===== src/rtl/fb_write_queue_if.sv =====
// Pixel-write request bus from the memory stage and VRAM write-port bus toward the framebuffer.
// The master modport is the requester/scanout side; the slave modport is the write queue.
interface fb_write_queue_if #(
  parameter int RESOLUTION_X   = 400,
  parameter int RESOLUTION_Y   = 300,
  parameter int PALETTE_LENGTH = 256,
  parameter int DEPTH          = 8
);
  localparam int XW = $clog2(RESOLUTION_X);
  localparam int YW = $clog2(RESOLUTION_Y);
  localparam int VW = $clog2(PALETTE_LENGTH);
  localparam int AW = $clog2(RESOLUTION_X * RESOLUTION_Y);
  localparam int CW = $clog2(DEPTH) + 1;

  logic          fb_wr_en;
  logic [XW-1:0] fb_wr_pxl_x;
  logic [YW-1:0] fb_wr_pxl_y;
  logic [VW-1:0] fb_wr_pxl_value;
  logic          vram_busy;
  logic          fb_full;
  logic [CW-1:0] pending;
  logic          vram_wr_en;
  logic [AW-1:0] vram_wr_addr;
  logic [VW-1:0] vram_wr_data;
  logic [15:0]   dropped_count;

  modport master (
    output fb_wr_en, fb_wr_pxl_x, fb_wr_pxl_y, fb_wr_pxl_value, vram_busy,
    input  fb_full, pending, vram_wr_en, vram_wr_addr, vram_wr_data, dropped_count
  );

  modport slave (
    input  fb_wr_en, fb_wr_pxl_x, fb_wr_pxl_y, fb_wr_pxl_value, vram_busy,
    output fb_full, pending, vram_wr_en, vram_wr_addr, vram_wr_data, dropped_count
  );
endinterface


===== src/rtl/fb_write_queue.sv =====
// Circular write queue between the memory stage and the shared VRAM write port.
// Optional out-of-range filtering and drop counting is enabled by FB_BOUNDS_CHECK_EN.
module fb_write_queue #(
  parameter int RESOLUTION_X   = 400,
  parameter int RESOLUTION_Y   = 300,
  parameter int PALETTE_LENGTH = 256,
  parameter int DEPTH          = 8
) (
  input logic           clk,
  input logic           reset,
  fb_write_queue_if.slave bus
);
  localparam int XW = $clog2(RESOLUTION_X);
  localparam int YW = $clog2(RESOLUTION_Y);
  localparam int VW = $clog2(PALETTE_LENGTH);
  localparam int AW = $clog2(RESOLUTION_X * RESOLUTION_Y);
  localparam int PW = $clog2(DEPTH);
  localparam int CW = PW + 1;

  logic [AW-1:0] addr_mem [DEPTH];
  logic [VW-1:0] data_mem [DEPTH];

  logic [PW-1:0] head_q, head_d;
  logic [PW-1:0] tail_q, tail_d;
  logic [CW-1:0] count_q, count_d;
  logic          wr_en_q, wr_en_d;
  logic [AW-1:0] wr_addr_q, wr_addr_d;
  logic [VW-1:0] wr_data_q, wr_data_d;

  logic          full;
  logic          in_range;
  logic          enq;
  logic          deq;
  logic [AW-1:0] enq_addr;

  // Address arithmetic is done at address width, so it wraps exactly like a truncated product.
  assign enq_addr = AW'(bus.fb_wr_pxl_y) * AW'(RESOLUTION_X) + AW'(bus.fb_wr_pxl_x);

  assign full = (count_q == CW'(DEPTH));
  assign enq  = bus.fb_wr_en && !full && in_range;
  assign deq  = (count_q != '0) && !bus.vram_busy;

`ifdef FB_BOUNDS_CHECK_EN
  logic [15:0] dropped_q, dropped_d;

  assign in_range = (32'(bus.fb_wr_pxl_x) < 32'(RESOLUTION_X)) &&
                    (32'(bus.fb_wr_pxl_y) < 32'(RESOLUTION_Y));

  // Out-of-range requests are counted even when the queue is full.
  always_comb begin
    dropped_d = dropped_q;
    if (bus.fb_wr_en && !in_range && (dropped_q != 16'hFFFF)) begin
      dropped_d = dropped_q + 16'd1;
    end
  end

  always_ff @(posedge clk or posedge reset) begin
    if (reset) begin
      dropped_q <= '0;
    end else begin
      dropped_q <= dropped_d;
    end
  end

  assign bus.dropped_count = dropped_q;
`else
  assign in_range          = 1'b1;
  assign bus.dropped_count = 16'd0;
`endif

  always_comb begin
    head_d    = head_q;
    tail_d    = tail_q;
    count_d   = count_q;
    wr_en_d   = 1'b0;
    wr_addr_d = wr_addr_q;
    wr_data_d = wr_data_q;
    if (enq) begin
      tail_d = tail_q + PW'(1);
    end
    if (deq) begin
      head_d    = head_q + PW'(1);
      wr_en_d   = 1'b1;
      wr_addr_d = addr_mem[head_q];
      wr_data_d = data_mem[head_q];
    end
    count_d = count_q + CW'(enq) - CW'(deq);
  end

  always_ff @(posedge clk or posedge reset) begin
    if (reset) begin
      head_q    <= '0;
      tail_q    <= '0;
      count_q   <= '0;
      wr_en_q   <= 1'b0;
      wr_addr_q <= '0;
      wr_data_q <= '0;
    end else begin
      head_q    <= head_d;
      tail_q    <= tail_d;
      count_q   <= count_d;
      wr_en_q   <= wr_en_d;
      wr_addr_q <= wr_addr_d;
      wr_data_q <= wr_data_d;
    end
  end

  // Storage needs no reset: an entry is only read after it has been written.
  always_ff @(posedge clk) begin
    if (enq) begin
      addr_mem[tail_q] <= enq_addr;
      data_mem[tail_q] <= bus.fb_wr_pxl_value;
    end
  end

  assign bus.fb_full      = full;
  assign bus.pending      = count_q;
  assign bus.vram_wr_en   = wr_en_q;
  assign bus.vram_wr_addr = wr_addr_q;
  assign bus.vram_wr_data = wr_data_q;
endmodule


===== src/flat_wrapper.sv =====
// flat-port wrapper written by rule: the top's interface ports become plain ports
module fb_write_queue_flat 
#(
  parameter int RESOLUTION_X   = 400,
  parameter int RESOLUTION_Y   = 300,
  parameter int PALETTE_LENGTH = 256,
  parameter int DEPTH          = 8
)
  (clk, reset, bus_fb_wr_en, bus_fb_wr_pxl_x, bus_fb_wr_pxl_y, bus_fb_wr_pxl_value, bus_vram_busy, bus_fb_full, bus_pending, bus_vram_wr_en, bus_vram_wr_addr, bus_vram_wr_data, bus_dropped_count);
  fb_write_queue_if #(.RESOLUTION_X(RESOLUTION_X), .RESOLUTION_Y(RESOLUTION_Y), .PALETTE_LENGTH(PALETTE_LENGTH), .DEPTH(DEPTH)) bus_i ();
  input logic clk;
  input logic reset;
  input wire logic [$bits(bus_i.fb_wr_en)-1:0] bus_fb_wr_en;
  input wire logic [$bits(bus_i.fb_wr_pxl_x)-1:0] bus_fb_wr_pxl_x;
  input wire logic [$bits(bus_i.fb_wr_pxl_y)-1:0] bus_fb_wr_pxl_y;
  input wire logic [$bits(bus_i.fb_wr_pxl_value)-1:0] bus_fb_wr_pxl_value;
  input wire logic [$bits(bus_i.vram_busy)-1:0] bus_vram_busy;
  output wire logic [$bits(bus_i.fb_full)-1:0] bus_fb_full;
  output wire logic [$bits(bus_i.pending)-1:0] bus_pending;
  output wire logic [$bits(bus_i.vram_wr_en)-1:0] bus_vram_wr_en;
  output wire logic [$bits(bus_i.vram_wr_addr)-1:0] bus_vram_wr_addr;
  output wire logic [$bits(bus_i.vram_wr_data)-1:0] bus_vram_wr_data;
  output wire logic [$bits(bus_i.dropped_count)-1:0] bus_dropped_count;
  assign bus_i.fb_wr_en = bus_fb_wr_en;
  assign bus_i.fb_wr_pxl_x = bus_fb_wr_pxl_x;
  assign bus_i.fb_wr_pxl_y = bus_fb_wr_pxl_y;
  assign bus_i.fb_wr_pxl_value = bus_fb_wr_pxl_value;
  assign bus_i.vram_busy = bus_vram_busy;
  assign bus_fb_full = bus_i.fb_full;
  assign bus_pending = bus_i.pending;
  assign bus_vram_wr_en = bus_i.vram_wr_en;
  assign bus_vram_wr_addr = bus_i.vram_wr_addr;
  assign bus_vram_wr_data = bus_i.vram_wr_data;
  assign bus_dropped_count = bus_i.dropped_count;
  fb_write_queue #(.RESOLUTION_X(RESOLUTION_X), .RESOLUTION_Y(RESOLUTION_Y), .PALETTE_LENGTH(PALETTE_LENGTH), .DEPTH(DEPTH)) u_core (.clk(clk), .reset(reset), .bus(bus_i));
endmodule

===== config.mk =====
export PLATFORM = sky130hd
export DESIGN_NAME = fb_write_queue_flat
export DESIGN_NICKNAME = d
export VERILOG_FILES = /design/src/rtl/fb_write_queue_if.sv /design/src/rtl/fb_write_queue.sv /design/src/flat_wrapper.sv
export SDC_FILE = /design/constraint.sdc
export NUM_CORES = 1
export LEC_CHECK = 0
export ABC_AREA = 1
export BUFFER_PORTS_ARGS = -buffer_cell sky130_fd_sc_hd__buf_4
export CAP_MARGIN = 20
export CORE_AREA = 2 2 135 137
export DETAILED_ROUTE_END_ITERATION = 12
export DIE_AREA = 0 0 137 139
export PLACE_DENSITY = 0.84
export SYNTH_ARGS = -nofsm -noshare
export SYNTH_HDL_FRONTEND = slang
export SYNTH_SLANG_ARGS = --single-unit

===== constraint.sdc =====
create_clock -name clk -period 3.1 [get_ports clk]
set_input_delay 0.62 -clock clk [delete_from_list [all_inputs] [get_ports clk]]
set_output_delay 0.62 -clock clk [all_outputs]
set_load 0.01 [all_outputs]

==> results of run 1 <==
==> power by group <==
part	total, W	internal [W]	switching, W
sequential	0.00454	0.00431	0.000232
combinational	0.00393	0.00134	0.00259
clock	0.00266	0.00161	0.00105
==> worst min path at each step <==
stage / depth (start not counted) / start / endpoint
finish: 2 / reset / u_core.bus.pending[1]$_DFF_PP0_
global placement: 2 / u_core.bus.vram_wr_addr[1]$_DFFE_PP0P_ / u_core.bus.vram_wr_addr[1]$_DFFE_PP0P_
global route: 2 / reset / u_core.bus.pending[1]$_DFF_PP0_
CTS: 2 / reset / u_core.bus.pending[1]$_DFF_PP0_
floorplan: 2 / u_core.tail_q[0]$_DFFE_PP0P_ / u_core.tail_q[0]$_DFFE_PP0P_
detailed placement: 2 / u_core.bus.vram_wr_addr[2]$_DFFE_PP0P_ / u_core.bus.vram_wr_addr[2]$_DFFE_PP0P_
==> layout make-up <==
type,count,area (um^2)
flip-flops and latches,236,6908
clock inverters,8,137.6
inverters,74,280.3
well taps,229,286.5
clock buffers,29,565.5
repair buffers,92,703.2
fillers,1204,5684
multi-input cells,504,3092
==> per-stage QoR <==
step	cell area, um^2	setup TNS, ps	total power (W)	instances
after global routing	11970	-0.6117	0.01174	1172
after floorplan	10540	0	0.007142	872
final	11970	0	0.01113	1172
after global placement	11230	-13190	0.008242	1135
after detailed placement	11230	-17350	0.008438	1135
after CTS	11930	0	0.01110	1172
==> sequential cells by signal (all words and copies together), names as in the netlist <==
signal	count
u_core.bus.vram_wr_data	8
u_core.data_mem	64
u_core.bus.pending	4
u_core.addr_mem	136
u_core.tail_q	3
u_core.bus.vram_wr_en	1
u_core.head_q	3
u_core.bus.vram_wr_addr	17
==> logic make-up (layout without fill, tap and decap cells) <==
group | after synthesis | count (layout)
adder cells (fa/ha/maj) | 48 | 48
other | 1 | 16
AO/OA/AOI/OAI | 198 | 198
buffers and inverters | 132 | 203
XOR/XNOR | 14 | 14
flip-flops | 236 | 236
AND/OR/NAND/NOR | 228 | 228
==> routing by layer <==
metal | up-vias | share of wire [%] | GRT usage, %
li1 | 3183 | - | -
met2 | 310 | 51 | 39.25
met5 | - | 0 | 0
met4 | 0 | 2.2 | 7.054
met1 | 3264 | 40 | 30.13
met3 | 46 | 7.5 | 3.143
==> cells in the final DEF, fill, tap and decap left out, types with 21 or more instances in the layout <==
master     instances
nand2_1           57
nor2_1           107
ha_1              38
dfrtp_1           35
o221ai_1          42
edfxtp_1         200
o21ai_0           92
clkbuf_16         21
buf_4             91
o21ai_1           36
inv_1             69
nand3_1           37
==> worst max-delay path, cell delays in order <==
cell	delay, ps
buf_4	120
ha_1	290
ha_1	320
fa_1	560
ha_4	230
nand2_1	90
inv_1	50
nor2_2	90
nand2_1	100
inv_2	80
nand2_1	80
nor2_4	140
buf_4	130
nand3_1	70
nand2_1	80
nand2_2	110
==> timing repair <==
| action | CTS | global route |
|---|---|---|
| hold endpoints to repair | 0 | 0 |
| hold buffers | 0 | 0 |
| endpoints found under the setup margin | 0 | 32 |
| gates resized for setup | 0 | 6 |
==> flow_metrics.tcl, run 1 <==
set metrics [dict create \
    status "complete, no violations" \
    worstMarginPinSlew_ps 993.8 \
    clock_latency_ps 500 \
    place_hpwl_um 12220 \
    post-route-period-util_pct 95.15 \
    synthSimpleGateAreaFrac_pct 9.241 \
    hold_viol_final 0 \
    cp.arrival_ps 3170 \
    first_iter_violations 732 \
    cp-endpoint "u_core.addr_mem[4][15]$_DFFE_PP_" \
    netlist_top_cells_area "edfxtp_1, dfrtp_1, ha_1" \
    fin_skew_ps 11.55 \
    max_freq_mhz 339.0 \
    ant_nets 0 \
    synth_top_area_cell "edfxtp_1" \
    powerDensity_nw_per_um2 929.3 \
    p_leak_nw 4.605 \
    synth-compound-area-share_pct 11.47 \
    cts_tree "built" \
    dp_slack_ps -365.2 \
    rows 49 \
    cp_max_fo 8 \
    grt_max_degree 103 \
    fin_ws_ps 150.4 \
    port_buffers 60 \
    synth_common_cells "edfxtp_1, nor2_1, o21ai_0" \
    syn_inst 857 \
    slew_headroom_pct 33.75 \
    routed_wirelength_um 21780 \
    post-route-util_pct 67.81 \
    insertedDiodeCount 0 \
    overflow 0 \
    r2r_cells 5 \
    drt_first_pass_iters 5 \
    antenna_found_initial 0 \
    io_pins 77 \
    nNetsFinal 1007 \
    die_y_um 139 \
    drv_cap 0 \
    crit_path_end_kind "flop" \
    cts.path.max_buffers 3 \
    yosysMostFrequentCell "edfxtp_1" \
    synth_ff_type "edfxtp_1" \
    ys_warn_count 0 \
    synth_top_area_share_pct 57.53 \
    hp-class "primary input to async pin" \
    slew_viol_final 0 \
    fin_crit_ps 2950 \
    cts.clk_slew.worst_paths_ps 70 \
    synth_xor_xnor_area_share_pct 1.175 \
    routedWlPerCell_um 18.58 \
    viasPerCell 5.805 \
    grt_usage_pct 22.84 \
    htree_levels 1 \
    clockRootBuffer "clkbuf_16" \
    drc_errors 0 \
    vias 6803 \
    grt_pass1_vias 6719 \
    cts_made_buffers 21 \
    worst_r2r_endpoint "u_core.bus.vram_wr_addr[7]$_DFFE_PP0P_" \
    postSynth.asyncResetShare_pct 15.25 \
    synth_area_um2 10440 \
    layout-drive-gt1-share_pct 16.54 \
    core_um2 17660 \
    ir_worst_vdd_v 0.0007875 \
    ys_seq_area_share_pct 66.16 \
    clkSinkCount 236 \
    dieArea_um2 19040 \
    start_util_pct 59.12 \
    die_w_um 137 \
    synth_cell_type_count 38 \
    synth_fa_ha_area_share_pct 6.185 \
    worstSetupPathType "primary input to flop" \
    synth_top_family_by_area "compound AO/OA/AOI/OAI gates" \
    reg2reg_setup_slack_ps 1020 \
    post_cts_buffers 0 \
    worstSetupStartpoint "bus_fb_wr_pxl_y[2]" \
    cp-start-kind "primary input" \
    area_growth_pct 14.69 \
    crit_required_ps 3320 \
    synth_edf_count 200 \
    place_congestion 0.7692 \
    grt_pass1_wl_um 34090 \
    ys_ff_latch 236 \
    synth_mux_area_share_pct 0 \
    setup_viol 0 \
    synth.avg_cell_area_um2 12.18 \
    r2r-start "u_core.head_q[0]$_DFFE_PP0P_" \
    whs_ps 148.5 \
]
Note: power is estimated with default switching activity, not from simulation.
==> run 2: changes to the inputs <==
- ABC_AREA: 1 -> default
- CORE_AREA: 2 2 135 137 -> 2 2 133 135
- DIE_AREA: 0 0 137 139 -> 0 0 135 137
==> run 2 against run 1 <==
  * The flow now finishes with violations (setup timing)
  * Non-clock buffer count rose by 11
  * Die area fell by 2.9%
  * Sequential share of layout area fell by 0.20 points
  * Critical path depth fell by 1
  * Clock skew fell by 1.5 ps
  * Via count fell by 22%
  * Setup slack got worse by 200 ps
  * Critical endpoint is now u_core.addr_mem[5][16]$_DFFE_PP_
  * First-iteration DRC count fell by 55%
  * Power fell by 1.7%
  * Sequential power rose by 4%
==> flow_metrics.tcl, run 2 <==
set metrics [dict create \
    layout-drive-gt1-share_pct 33.67 \
    htree_levels 1 \
    cts.hold.buffers_added 0 \
    synth_area_um2 10120 \
    synth_top_area_share_pct 59.33 \
    drc_errors 0 \
    area_growth_pct 18.71 \
    grt_max_degree 55 \
    worstSetupPathType "primary input to flop" \
    synth_cell_type_count 42 \
    drv_cap 0 \
    final_common_cell "edfxtp_1" \
    cts.clk_slew.worst_paths_ps 60 \
    grt_usage_pct 21.72 \
    yosysMostFrequentCell "edfxtp_1" \
    insertedDiodeCount 0 \
    die_y_um 137 \
    met2_usage_pct 40.05 \
    placed_area_um2 11250 \
    io_pins 77 \
    nNetsFinal 753 \
    cp-start-kind "primary input" \
    crit_required_ps 3310 \
    ir_worst_vdd_v 0.0004558 \
    netlist_top_cells_area "edfxtp_1, mux4_2, dfrtp_1" \
    worstMarginPinSlew_ps 731.6 \
    setup_viol 16 \
    status "finished with violations" \
    p_int_w 0.007599 \
    met1_usage_pct 26.84 \
    routedWlPerCell_um 21.10 \
    synth_ff_type "edfxtp_1" \
    busiest_layer "met2" \
    ant_nets 0 \
    switching_share_pct 30.55 \
    viasPerCell 5.792 \
    ys_ff_latch 236 \
    routed_wirelength_um 19290 \
    cts_tree "built" \
    clockRootBuffer "clkbuf_16" \
    cp_max_fo 8 \
    powerDensity_nw_per_um2 910.5 \
    p_comb_share_pct 34.0 \
    clkSinkCount 236 \
    fin_ws_ps -49.43 \
    max_freq_mhz 317.5 \
    fin_crit_ps 3149 \
    grt_pass1_wl_um 30080 \
    violations "setup timing" \
    post-route-period-util_pct 101.6 \
    cts.path.max_buffers 3 \
    rows 48 \
    clock_latency_ps 490 \
    postSynth.asyncResetShare_pct 15.25 \
    overflow 0 \
    fin_area_um2 12020 \
    top_register "u_core.addr_mem" \
    synth.avg_cell_area_um2 17.79 \
    hp-class "primary input to async pin" \
    synth_edf_count 200 \
    synth_common_cells "edfxtp_1, mux4_2, ha_1" \
    ys_seq_area_share_pct 68.23 \
    die_w_um 135 \
    core_um2 17060 \
    drt_first_pass_iters 5 \
    power_frac_seq_pct 43.0 \
    crit_path_end_kind "flop" \
    grt_setup_unrepaired "yes" \
    start_util_pct 59.35 \
    antenna_found_initial 0 \
    place_hpwl_um 11880 \
    cts_made_buffers 23 \
    slew_viol_final 0 \
    place_congestion 0.7430 \
    p_leak_nw 4.446 \
    mostFrequentLayoutCells "edfxtp_1, buf_4, mux4_2, ha_1, dfrtp_1" \
    cp.arrival_ps 3360 \
    clockPowerShare_pct 23.0 \
    use_met3_pct 2.852 \
    port_buffers 60 \
    syn_inst 569 \
    vias 5294 \
    hold_viol_final 0 \
    p_total_w 0.01094 \
    fin_skew_ps 10.02 \
    first_iter_violations 328 \
    grt_pass1_vias 5573 \
    slew_headroom_pct 51.23 \
    synth_top_area_cell "edfxtp_1" \
    ys_warn_count 0 \
    switchingPower_w 0.003342 \
    reg2reg_setup_slack_ps 620 \
    dieArea_um2 18500 \
    largest_register_ff_count 136 \
]
-- run 2: cell count changes in the layout (fill, tap and decap cells not counted), moves of 37 or more --
| cell | delta |
|---|---|
| o21ai_0 | -91 |
| nor2_1 | -76 |
| mux4_2 | +50 |
| nand2_1 | -48 |
| inv_1 | -45 |
| o221ai_1 | -42 |
| nand3_1 | -37 |
-- run 2: worst max-delay path, cell delays in order --
cell	delay (ps)
buf_4	120
ha_1	280
ha_1	280
inv_1	50
fa_1	490
inv_2	50
ha_4	240
buf_4	140
nand3_2	80
a21boi_2	80
nor3_1	200
buf_4	150
o2bb2ai_4	90
nor4_4	330
xnor2_2	170
-- run 2: worst paths after layout --
kind                                                           to                       startpoint  depth (start not counted)
max                              u_core.addr_mem[5][16]$_DFFE_PP_               bus_fb_wr_pxl_y[3]                         15
min                        u_core.bus.vram_wr_addr[0]$_DFFE_PP0P_                            reset                          2
max reg2reg                       u_core.data_mem[1][7]$_DFFE_PP_  u_core.bus.pending[2]$_DFF_PP0_                          7
min reg2reg                          u_core.tail_q[0]$_DFFE_PP0P_     u_core.tail_q[0]$_DFFE_PP0P_                          1
max in group asynchronous            u_core.head_q[1]$_DFFE_PP0P_                            reset                          3
min in group clk                  u_core.data_mem[0][0]$_DFFE_PP_           bus_fb_wr_pxl_value[0]                          1
-- run 2: cell type report --
cell class | instances | area (um^2)
Tap cell | 225 | 281.5
Inverter | 28 | 105.1
Clock inverter | 6 | 51.30
Fill cell | 1051 | 5040
Clock buffer | 33 | 623.1
Sequential cell | 236 | 6909
Timing Repair Buffer | 103 | 798.3
Multi-Input combinational cell | 283 | 3248
-- run 2: power groups by stage --
stage | sequential [W] | combinational [W] | clock [W]
after floorplan | 0.00468 | 0.00245 | 0
after detailed placement | 0.00476 | 0.00364 | 0
after global placement | 0.00471 | 0.00348 | 0
final | 0.00471 | 0.00372 | 0.00252
after CTS | 0.00471 | 0.00371 | 0.00256
after global routing | 0.00476 | 0.00402 | 0.00269
-- run 2: per-layer routing --
metal  wire length (um)  up-vias
li1                   -     2359
met1               7454     2704
met2              10330      189
met3                987       42
met4                510        0
met5                  0        -
-- run 2: kinds of logic after synthesis --
| kind of cell | after synthesis | synth area share (%) |
|---|---|---|
| flops | 236 | 68.23 |
| mux | 77 | 13.82 |
| simple gates | 69 | 3.226 |
| buf+inv | 65 | 3.090 |
| compound gates | 50 | 3.226 |
| fa+ha+maj | 48 | 6.378 |
| xor+xnor | 23 | 1.990 |
| other cells | 1 | 0.03705 |
-- run 2: repair_timing --
action / 4_1_cts / 5_1_grt
pin swaps: 6 / 1
setup buffers: 0 / 0
cloned: 0 / 0
resized for setup: 6 / 11
setup endpoints to repair: 24 / 40
-- run 2: stage by stage --
| stage | hold slack (ps) | worst slack, ps | setup TNS, ps | util, % | std cells |
|---|---|---|---|---|---|
| after floorplan | 480.5 | -338.8 | -6715 | - | 584 |
| after global placement | 504.0 | -526.1 | -18740 | 65.96 | 875 |
| after detailed placement | 508.4 | -620.9 | -23820 | 65.96 | 875 |
| after CTS | 144.9 | -32.76 | -260.5 | 70.11 | 914 |
| after global routing | 170.5 | -167.6 | -3511 | 70.45 | 914 |
| final | 141.2 | -49.43 | -727.8 | 70.45 | 914 |
